## src/rtl/dmem_ctrl_if.sv

```systemverilog
`default_nettype none
// ============================================================================
// Module      : dmem_ctrl_if
// Description : Handshaked data-memory port between the MEM-stage access
//               controller (master) and the data memory (slave).
// Revision    : 1.0 - initial release
// ============================================================================
interface dmem_ctrl_if #(
    parameter int addr_width = 32,
    parameter int data_width = 32
);
    logic                    mem_req;
    logic                    mem_we;
    logic [addr_width-1:0]   mem_addr;
    logic [3:0]              mem_be;
    logic [data_width-1:0]   mem_wdata;
    logic                    mem_ack;
    logic [data_width-1:0]   mem_rdata;

    modport master (
        output mem_req,
        output mem_we,
        output mem_addr,
        output mem_be,
        output mem_wdata,
        input  mem_ack,
        input  mem_rdata
    );

    modport slave (
        input  mem_req,
        input  mem_we,
        input  mem_addr,
        input  mem_be,
        input  mem_wdata,
        output mem_ack,
        output mem_rdata
    );
endinterface
`default_nettype wire

```

## src/rtl/dmem_ctrl.sv

```systemverilog
`default_nettype none
// ============================================================================
// Module      : dmem_ctrl
// Description : MEM-stage data-memory access controller. Runs one handshaked
//               transaction per load/store, stalls the upstream pipeline
//               until it completes, steers byte stores onto the right lane
//               and sign-extends byte loads.
// Revision    : 1.0 - initial release
// ============================================================================
module dmem_ctrl #(
    parameter int addr_width = 32,
    parameter int data_width = 32
) (
    input  wire logic                  clk,
    input  wire logic                  rst,
    input  wire logic                  memory_rd_in,
    input  wire logic                  memory_wr_in,
    input  wire logic                  sb_w_in,
    input  wire logic                  lb_w_in,
    input  wire logic [addr_width-1:0] addr_in,
    input  wire logic [data_width-1:0] wdata_in,
    output logic                       stall,
    output logic [data_width-1:0]      load_data,
    output logic                       load_valid,
    output logic                       misalign_err,
    dmem_ctrl_if.master                bus
);

    typedef enum logic [1:0] {
        S_IDLE = 2'd0,
        S_REQ  = 2'd1,
        S_DONE = 2'd2
    } state_t;

    state_t                  r_state;
    state_t                  w_next;

    logic                    w_access;
    logic                    w_word;
    logic                    w_misalign;
    logic                    w_start;
    logic                    w_stall;
    logic                    w_load_done;
    logic [7:0]              w_byte;

    logic                    r_we;
    logic                    r_word;
    logic [1:0]              r_lane;
    logic [addr_width-1:0]   r_addr;
    logic [3:0]              r_be;
    logic [data_width-1:0]   r_wdata;
    logic [data_width-1:0]   r_load_data;
    logic                    r_load_valid;
    logic                    r_misalign;

    // A simultaneous read and write request is treated as a write, so the
    // size select follows the write strobe whenever it is set.
    assign w_access    = memory_rd_in | memory_wr_in;
    assign w_word      = memory_wr_in ? sb_w_in : lb_w_in;
    assign w_misalign  = w_access && w_word && (addr_in[1:0] != 2'b00);
    assign w_start     = (r_state == S_IDLE) && w_access && !w_misalign;
    assign w_load_done = (r_state == S_REQ) && bus.mem_ack && !r_we;
    assign w_byte      = bus.mem_rdata[{r_lane, 3'b000} +: 8];

    // Next-state and stall decode; stall is raised in the detect cycle so the
    // EX/MEM register holds the request while it is being serviced.
    always_comb begin
        w_next  = r_state;
        w_stall = 1'b0;
        case (r_state)
            S_IDLE: begin
                if (w_start) begin
                    w_next  = S_REQ;
                    w_stall = 1'b1;
                end
            end
            S_REQ: begin
                w_stall = 1'b1;
                if (bus.mem_ack) begin
                    w_next = S_DONE;
                end
            end
            S_DONE: begin
                w_next = S_IDLE;
            end
            default: begin
                w_next = S_IDLE;
            end
        endcase
    end

    // State register.
    always_ff @(posedge clk) begin
        if (rst) begin
            r_state <= S_IDLE;
        end else begin
            r_state <= w_next;
        end
    end

    // Latch the access when it is accepted; lane steering is resolved here so
    // the memory port sees stable values for the whole REQ phase.
    always_ff @(posedge clk) begin
        if (rst) begin
            r_we    <= 1'b0;
            r_word  <= 1'b0;
            r_lane  <= 2'b00;
            r_addr  <= '0;
            r_be    <= 4'b0000;
            r_wdata <= '0;
        end else if (w_start) begin
            r_we   <= memory_wr_in;
            r_word <= w_word;
            r_lane <= addr_in[1:0];
            r_addr <= {addr_in[addr_width-1:2], 2'b00};
            if (memory_wr_in) begin
                if (w_word) begin
                    r_be    <= 4'b1111;
                    r_wdata <= wdata_in;
                end else begin
                    r_be    <= 4'b0001 << addr_in[1:0];
                    r_wdata <= {4{wdata_in[7:0]}};
                end
            end else begin
                r_be    <= 4'b1111;
                r_wdata <= '0;
            end
        end
    end

    // Capture load data on ack; the valid pulse lines up with the DONE cycle
    // and load_data holds until the next load completes.
    always_ff @(posedge clk) begin
        if (rst) begin
            r_load_data  <= '0;
            r_load_valid <= 1'b0;
        end else begin
            r_load_valid <= w_load_done;
            if (w_load_done) begin
                if (r_word) begin
                    r_load_data <= bus.mem_rdata;
                end else begin
                    r_load_data <= {{(data_width-8){w_byte[7]}}, w_byte};
                end
            end
        end
    end

    // Misaligned word accesses are dropped and flagged one cycle later.
    always_ff @(posedge clk) begin
        if (rst) begin
            r_misalign <= 1'b0;
        end else begin
            r_misalign <= (r_state == S_IDLE) && w_misalign;
        end
    end

    assign stall         = w_stall && !rst;
    assign load_data     = r_load_data;
    assign load_valid    = r_load_valid;
    assign misalign_err  = r_misalign;

    assign bus.mem_req   = (r_state == S_REQ);
    assign bus.mem_we    = (r_state == S_REQ) && r_we;
    assign bus.mem_addr  = r_addr;
    assign bus.mem_be    = r_be;
    assign bus.mem_wdata = r_wdata;

endmodule
`default_nettype wire

```

## src/flat_wrapper.sv

```systemverilog
// flat-port wrapper written by rule: the top's interface ports become plain ports
module dmem_ctrl_flat 
#(
    parameter int addr_width = 32,
    parameter int data_width = 32
)
  (clk, rst, memory_rd_in, memory_wr_in, sb_w_in, lb_w_in, addr_in, wdata_in, stall, load_data, load_valid, misalign_err, bus_mem_req, bus_mem_we, bus_mem_addr, bus_mem_be, bus_mem_wdata, bus_mem_ack, bus_mem_rdata);
  dmem_ctrl_if #(.addr_width(addr_width), .data_width(data_width)) bus_i ();
  input  wire logic clk;
  input  wire logic rst;
  input  wire logic memory_rd_in;
  input  wire logic memory_wr_in;
  input  wire logic sb_w_in;
  input  wire logic lb_w_in;
  input  wire logic [addr_width-1:0] addr_in;
  input  wire logic [data_width-1:0] wdata_in;
  output logic stall;
  output logic [data_width-1:0] load_data;
  output logic load_valid;
  output logic misalign_err;
  output wire logic [$bits(bus_i.mem_req)-1:0] bus_mem_req;
  output wire logic [$bits(bus_i.mem_we)-1:0] bus_mem_we;
  output wire logic [$bits(bus_i.mem_addr)-1:0] bus_mem_addr;
  output wire logic [$bits(bus_i.mem_be)-1:0] bus_mem_be;
  output wire logic [$bits(bus_i.mem_wdata)-1:0] bus_mem_wdata;
  input wire logic [$bits(bus_i.mem_ack)-1:0] bus_mem_ack;
  input wire logic [$bits(bus_i.mem_rdata)-1:0] bus_mem_rdata;
  assign bus_mem_req = bus_i.mem_req;
  assign bus_mem_we = bus_i.mem_we;
  assign bus_mem_addr = bus_i.mem_addr;
  assign bus_mem_be = bus_i.mem_be;
  assign bus_mem_wdata = bus_i.mem_wdata;
  assign bus_i.mem_ack = bus_mem_ack;
  assign bus_i.mem_rdata = bus_mem_rdata;
  dmem_ctrl #(.addr_width(addr_width), .data_width(data_width)) u_core (.clk(clk), .rst(rst), .memory_rd_in(memory_rd_in), .memory_wr_in(memory_wr_in), .sb_w_in(sb_w_in), .lb_w_in(lb_w_in), .addr_in(addr_in), .wdata_in(wdata_in), .stall(stall), .load_data(load_data), .load_valid(load_valid), .misalign_err(misalign_err), .bus(bus_i));
endmodule
```

## config.mk

```make
export PLATFORM = sky130hd
export DESIGN_NAME = dmem_ctrl_flat
export DESIGN_NICKNAME = d
export VERILOG_FILES = /design/src/rtl/dmem_ctrl_if.sv /design/src/rtl/dmem_ctrl.sv /design/src/flat_wrapper.sv
export SDC_FILE = /design/constraint.sdc
export NUM_CORES = 1
export LEC_CHECK = 0
export CORE_MARGIN = 2
export CORE_UTILIZATION = 39
export DETAILED_ROUTE_END_ITERATION = 8
export GPL_ROUTABILITY_DRIVEN = 0
export GPL_TIMING_DRIVEN = 0
export PLACE_DENSITY = 0.76
export SLEW_MARGIN = 20
export SYNTH_ARGS = -nofsm -noshare
export SYNTH_HDL_FRONTEND = slang
export SYNTH_SLANG_ARGS = --single-unit
```

## constraint.sdc

```tcl
create_clock -name clk -period 1.42 [get_ports clk]
set_input_delay 0.284 -clock clk [delete_from_list [all_inputs] [get_ports clk]]
set_output_delay 0.284 -clock clk [all_outputs]
set_load 0.02 [all_outputs]
```

# After elaboration in Yosys (flattened, before gate mapping)
# Index checks and enable logic that the tools add are counted.
# totals
in_bits,103
word_cells,42
reg_bits,106
out_inout_bits,105
# op_classes
shift,2
n_eq_ne,3
bitwise,1
muxes,11
n_reduce_logical,15
# ops
cell,count
two-way mux 32 bit,3
variable part select 32 x 6 -> 8 bit,1
logical AND 1 bit,9
two-way mux 4 bit,2
two-way mux 2 bit,2
"!= test 2 x 1 -> 1 bit, second input constant",2
case mux 2 bit (2 select lines),1
"left shift 1 x 2 -> 4 bit, first input constant",1
zero test 1 bit,3
"== test 2 x 1 -> 1 bit, second input constant",1
zero test 2 bit,1
two-way mux 1 bit,2
case mux 1 bit (2 select lines),1
AND reduction 2 bit,1
nonzero test 2 bit,1
OR 1 bit,1

# Longest topological paths before layout
# depth
depth_word,8
mapped_depth,6
ltp_nobuf,3

# Least setup slack after synthesis
# No wires, ideal clock.
# synth_timing
path_type,input -> output
start,input memory_wr_in
end,output stall
stages,6
path_buffers,3
t_arrival_ns,1.324
t_required_ns,1.136
setup_slack_ns,-0.188
path_cell_list,buf_6 -> o22ai_1 -> o221a_1 -> buf_6 -> buf_8 -> o21a_1
# synth_via
elab_chain_cells,8
elab_cells_between_ends,10
cone_classes,mux (3); bitwise (1); reduce/logical (6)
# synth_lines
item,line,rtl
"start, declared",flat_wrapper.sv:12,input wire logic memory_wr_in;
OR 1 bit or two-way mux 1 bit (tied branches),"dmem_ctrl.sv:58, dmem_ctrl.sv:59",
logical AND 1 bit (2 in a row),dmem_ctrl.sv:60,assign w_misalign = w_access && w_word && (addr_in[1:0] != 2'b00);
zero test 1 bit,dmem_ctrl.sv:61,assign w_start = (r_state == S_IDLE) && w_access && !w_misalign;
logical AND 1 bit (*),dmem_ctrl.sv:61,
two-way mux 1 bit (*),dmem_ctrl.sv:72,if (w_start) begin
case mux 1 bit (2 select lines) (*),dmem_ctrl.sv:70,case (r_state)
logical AND 1 bit (*),dmem_ctrl.sv:158,assign stall = w_stall && !rst;
"end, declared",flat_wrapper.sv:17,output logic stall;
# Every way passes the cells marked *; elsewhere a longest branch is shown, timed or not.

# Final worst setup path
# layout_timing
start,input sb_w_in
end,output stall
# layout_via
elab_chain_cells,8
# layout_lines
item,line,rtl
"start, declared",flat_wrapper.sv:13,input wire logic sb_w_in;
two-way mux 1 bit,dmem_ctrl.sv:59,assign w_word = memory_wr_in ? sb_w_in : lb_w_in;
logical AND 1 bit (2 in a row),dmem_ctrl.sv:60,
zero test 1 bit,dmem_ctrl.sv:61,
logical AND 1 bit,dmem_ctrl.sv:61,
two-way mux 1 bit,dmem_ctrl.sv:72,
case mux 1 bit (2 select lines),dmem_ctrl.sv:70,
logical AND 1 bit,dmem_ctrl.sv:158,
# No other way between the ends.

==> results.md <==
- Global route overflow: 0
- Nets: 834
- FP Rows: a little over 40
- CP startpoint kind: input pin
- Final Max Tran Viols: 0
- First-pass GRT wire length: between 20 and 25 mm
- CTS tree: built
- DRT Wirelength: roughly 15 mm
- Initial antenna violation count: 0
- Final clock period utilization by the worst path: 121%
- Failing checks: setup timing
- Vias in the first global route: between 4000 and 5000
- Hold_buf cts: 0
- WS Path Type: in2out
- Dpl hpwl: roughly 12 mm
- Worst-Margin Slew: between 0.6 and 0.7 ns
- Max incr delay on CP: 0.30 ns
- Commonest non-fill, non-tap cell in the layout: nand2_1
- Share of layout cells above drive strength 1: 16.7%
- CTS Sinks: between 100 and 150
- Max-cap violations: 0
- Routed via count: roughly 4600
- # diodes: 0
- Port Buf Inserts: just over 200
- Inst Count DP: slightly below 900
- Ys flop type: dfxtp_1
- Initial Utilization: between 30% and 40%
- WP data arrival: between 1 and 1.5 ns
- Worst slew margin: between 50% and 60%
- Clk buf depth: 2
- CP most frequent cell: buf_6
- Number of synthesized flops with an enable pin: 0
- Synthesized instance count: between 500 and 600
- Reg clk slew, reported paths: about 0.07 ns
- Hold path startpoint: addr_in[0]
- Total power: about 7.9 mW
- Synth Warn #: 0
- Chip Height: ~120 um
- PD cells: 1030 mW/mm2
- CP max stage cell: clkdlybuf4s15_1
- RSZ-0062 raised after global routing: yes
- Synth-to-Final Area Change: 54.6%
- DRT iter0 DRCs: between 200 and 300
- Die W: approximately 120 um
- Async set-reset flop share out of synthesis: 0%
- IO Pins: between 200 and 250
- Max Clk Rate: 583 MHz
- Crit path max-delay family: buffers and inverters
- Worst-path cell chain: clkdlybuf4s15_1 > nor2b_4 > o221a_1 > buf_6 > buf_12 > o21a_4 > buf_6
- Fin Clk Skew: around 0.0066 ns
- Setup ws final: -0.297 ns
- Commonest non-fill, non-tap cells in the layout: nand2_1, dfxtp_1, dlygate4sd2_1
- Antenna viol nets, final: 0
- Outcome: complete, but fails checks
- Syn avg cell area: 9.79 um2
- Critical path required time: 1.14 ns
- Minimum clock period: roughly 1.7 ns
- FF-to-FF setup slack: -0.17 ns
- Final core occ: 61.2%
- Clk_lat worst skew: roughly 0.35 ns
- Die area: ~0.014 mm2
- Post-Layout Cell Count: 908
- Drt wl/cell: roughly 17 um
- Clock root buffer: clkbuf_16
- Worst Reg-to-Reg Cells: 4
- Post-synthesis cell area: roughly 0.005 mm2
- Core footprint: 0.0125 mm2
- Vias per cell: between 5 and 6
- Final Hold Viols: 0
- CP Max Fanout: 4
- WP buf/inv: 4
- WHS Endpoint: u_core.r_lane[0]
- Hold Crit Class: in2reg
- Critical Path Sink Type: primary output
- Worst hold stages: 3
- First-pass iteration count of the detailed router: 5
- Reg2reg start: u_core.r_state[1]
- # setup viols final: 9
- Number of synthesized register bits: between 100 and 150
- Number of H-tree levels: 3
- Synth cell types: 44
- Register area share after synthesis: between 40% and 50%
- Residual DRC: 0
- RR Endpoint: u_core.bus.mem_be[1]
- Num CTS Buffers: 9
- Global Route Usage Sum: between 20% and 30%
- Largest net degree at the start of global routing: 16
- Leakage: between 3 and 4 nW
- VDD IR max: slightly above 0.5 mV
[tightest hold or removal path, cell delays in order]
cell and delay [ns]:
buf_2 0.15, nand2_1 0.07, mux2i_1 0.06
[Yosys cell counts, drive strengths merged, types with 2 or more instances]
library cell	n	area, um2
a21oi	2	10.0
a31oi	25	156
buf	26	258
clkbuf	21	78.8
dfxtp	106	2120
inv	36	135
mux2	9	105
mux2i	59	594
nand2	109	409
nand2b	2	12.5
nor2	4	17.5
nor2b	2	20.0
nor4b	2	17.5
o211a	3	30.0
o21a	2	15.0
o21ai	30	150
o22ai	14	87.6
o32ai	39	582
[metrics by stage]
step	TNS (ns)	cell area (um2)	setup WS (ns)	hold slack, ns
after floorplan	-0.116	4960	-0.116	0.426
after global placement	-52.62	7210	-1.31	0.442
after detailed placement	-55.48	7210	-1.33	0.450
after CTS	-0.579	7450	-0.308	0.259
after global routing	-3.92	7620	-0.342	0.284
final	-0.957	7620	-0.297	0.264
[cell type report]
class	instances	area, um2
plain buffers	47	412
fillers	1087	4840
inverters	37	139
repair buffers	215	2000
well taps	172	215
multi-input cells	315	2440
clock inverters	2	10.0
flip-flops and latches	106	2130
clock buffers	14	274
[flip-flops by register name, indices dropped and copies added (netlist names)]
name / cells
u_core.bus.mem_addr: 30
u_core.bus.mem_be: 4
u_core.r_word: 1
u_core.r_we: 1
u_core.load_valid: 1
u_core.bus.mem_wdata: 32
u_core.r_lane: 2
u_core.r_state: 2
u_core.misalign_err: 1
u_core.load_data: 32
[power by group]
part | internal, mW | switching (mW) | leakage [nW]
Sequential | 3.20 | 0.119 | 0.869
Combinational | 1.02 | 1.11 | 2.36
Clock | 1.33 | 1.10 | 0.143
Total | 5.55 | 2.33 | 3.37
[cells by family after synthesis]
logic type,after synthesis,synth area share [%]
and+or+nand+nor,125,10.7
AOI/OAI and AO/OA,120,22.4
DFF,106,43.0
buffers and inverters,84,9.64
muxes,68,14.2
other,1,0.0760
[layer usage]
layer / share of wire (%) / global-route usage [%] / vias to the layer above
met5: 0 / 0 / -
met3: 6.5 / 4.31 / 22
met1: 43 / 27.6 / 2192
met4: 2.3 / 9.13 / 0
li1: - / - / 2229
met2: 48 / 37.1 / 179
[worst max-delay path by stage]
stage,slack (ns),depth (start not counted),end,startpoint
finish,-0.30,7,stall,sb_w_in
CTS,-0.31,6,stall,u_core.r_state[1]
global placement,-1.31,7,stall,addr_in[0]
global route,-0.34,6,stall,u_core.r_state[1]
detailed placement,-1.33,7,stall,addr_in[0]
floorplan,-0.12,6,stall,memory_wr_in
[timing repair]
action	4_1_cts	5_1_grt
hold endpoints to repair	0	0
endpoints found under the setup margin	203	90
resized for setup	149	42
pin swaps	4	2
buffers inserted	6	6
No activity file was read; power rests on OpenSTA's default activity.
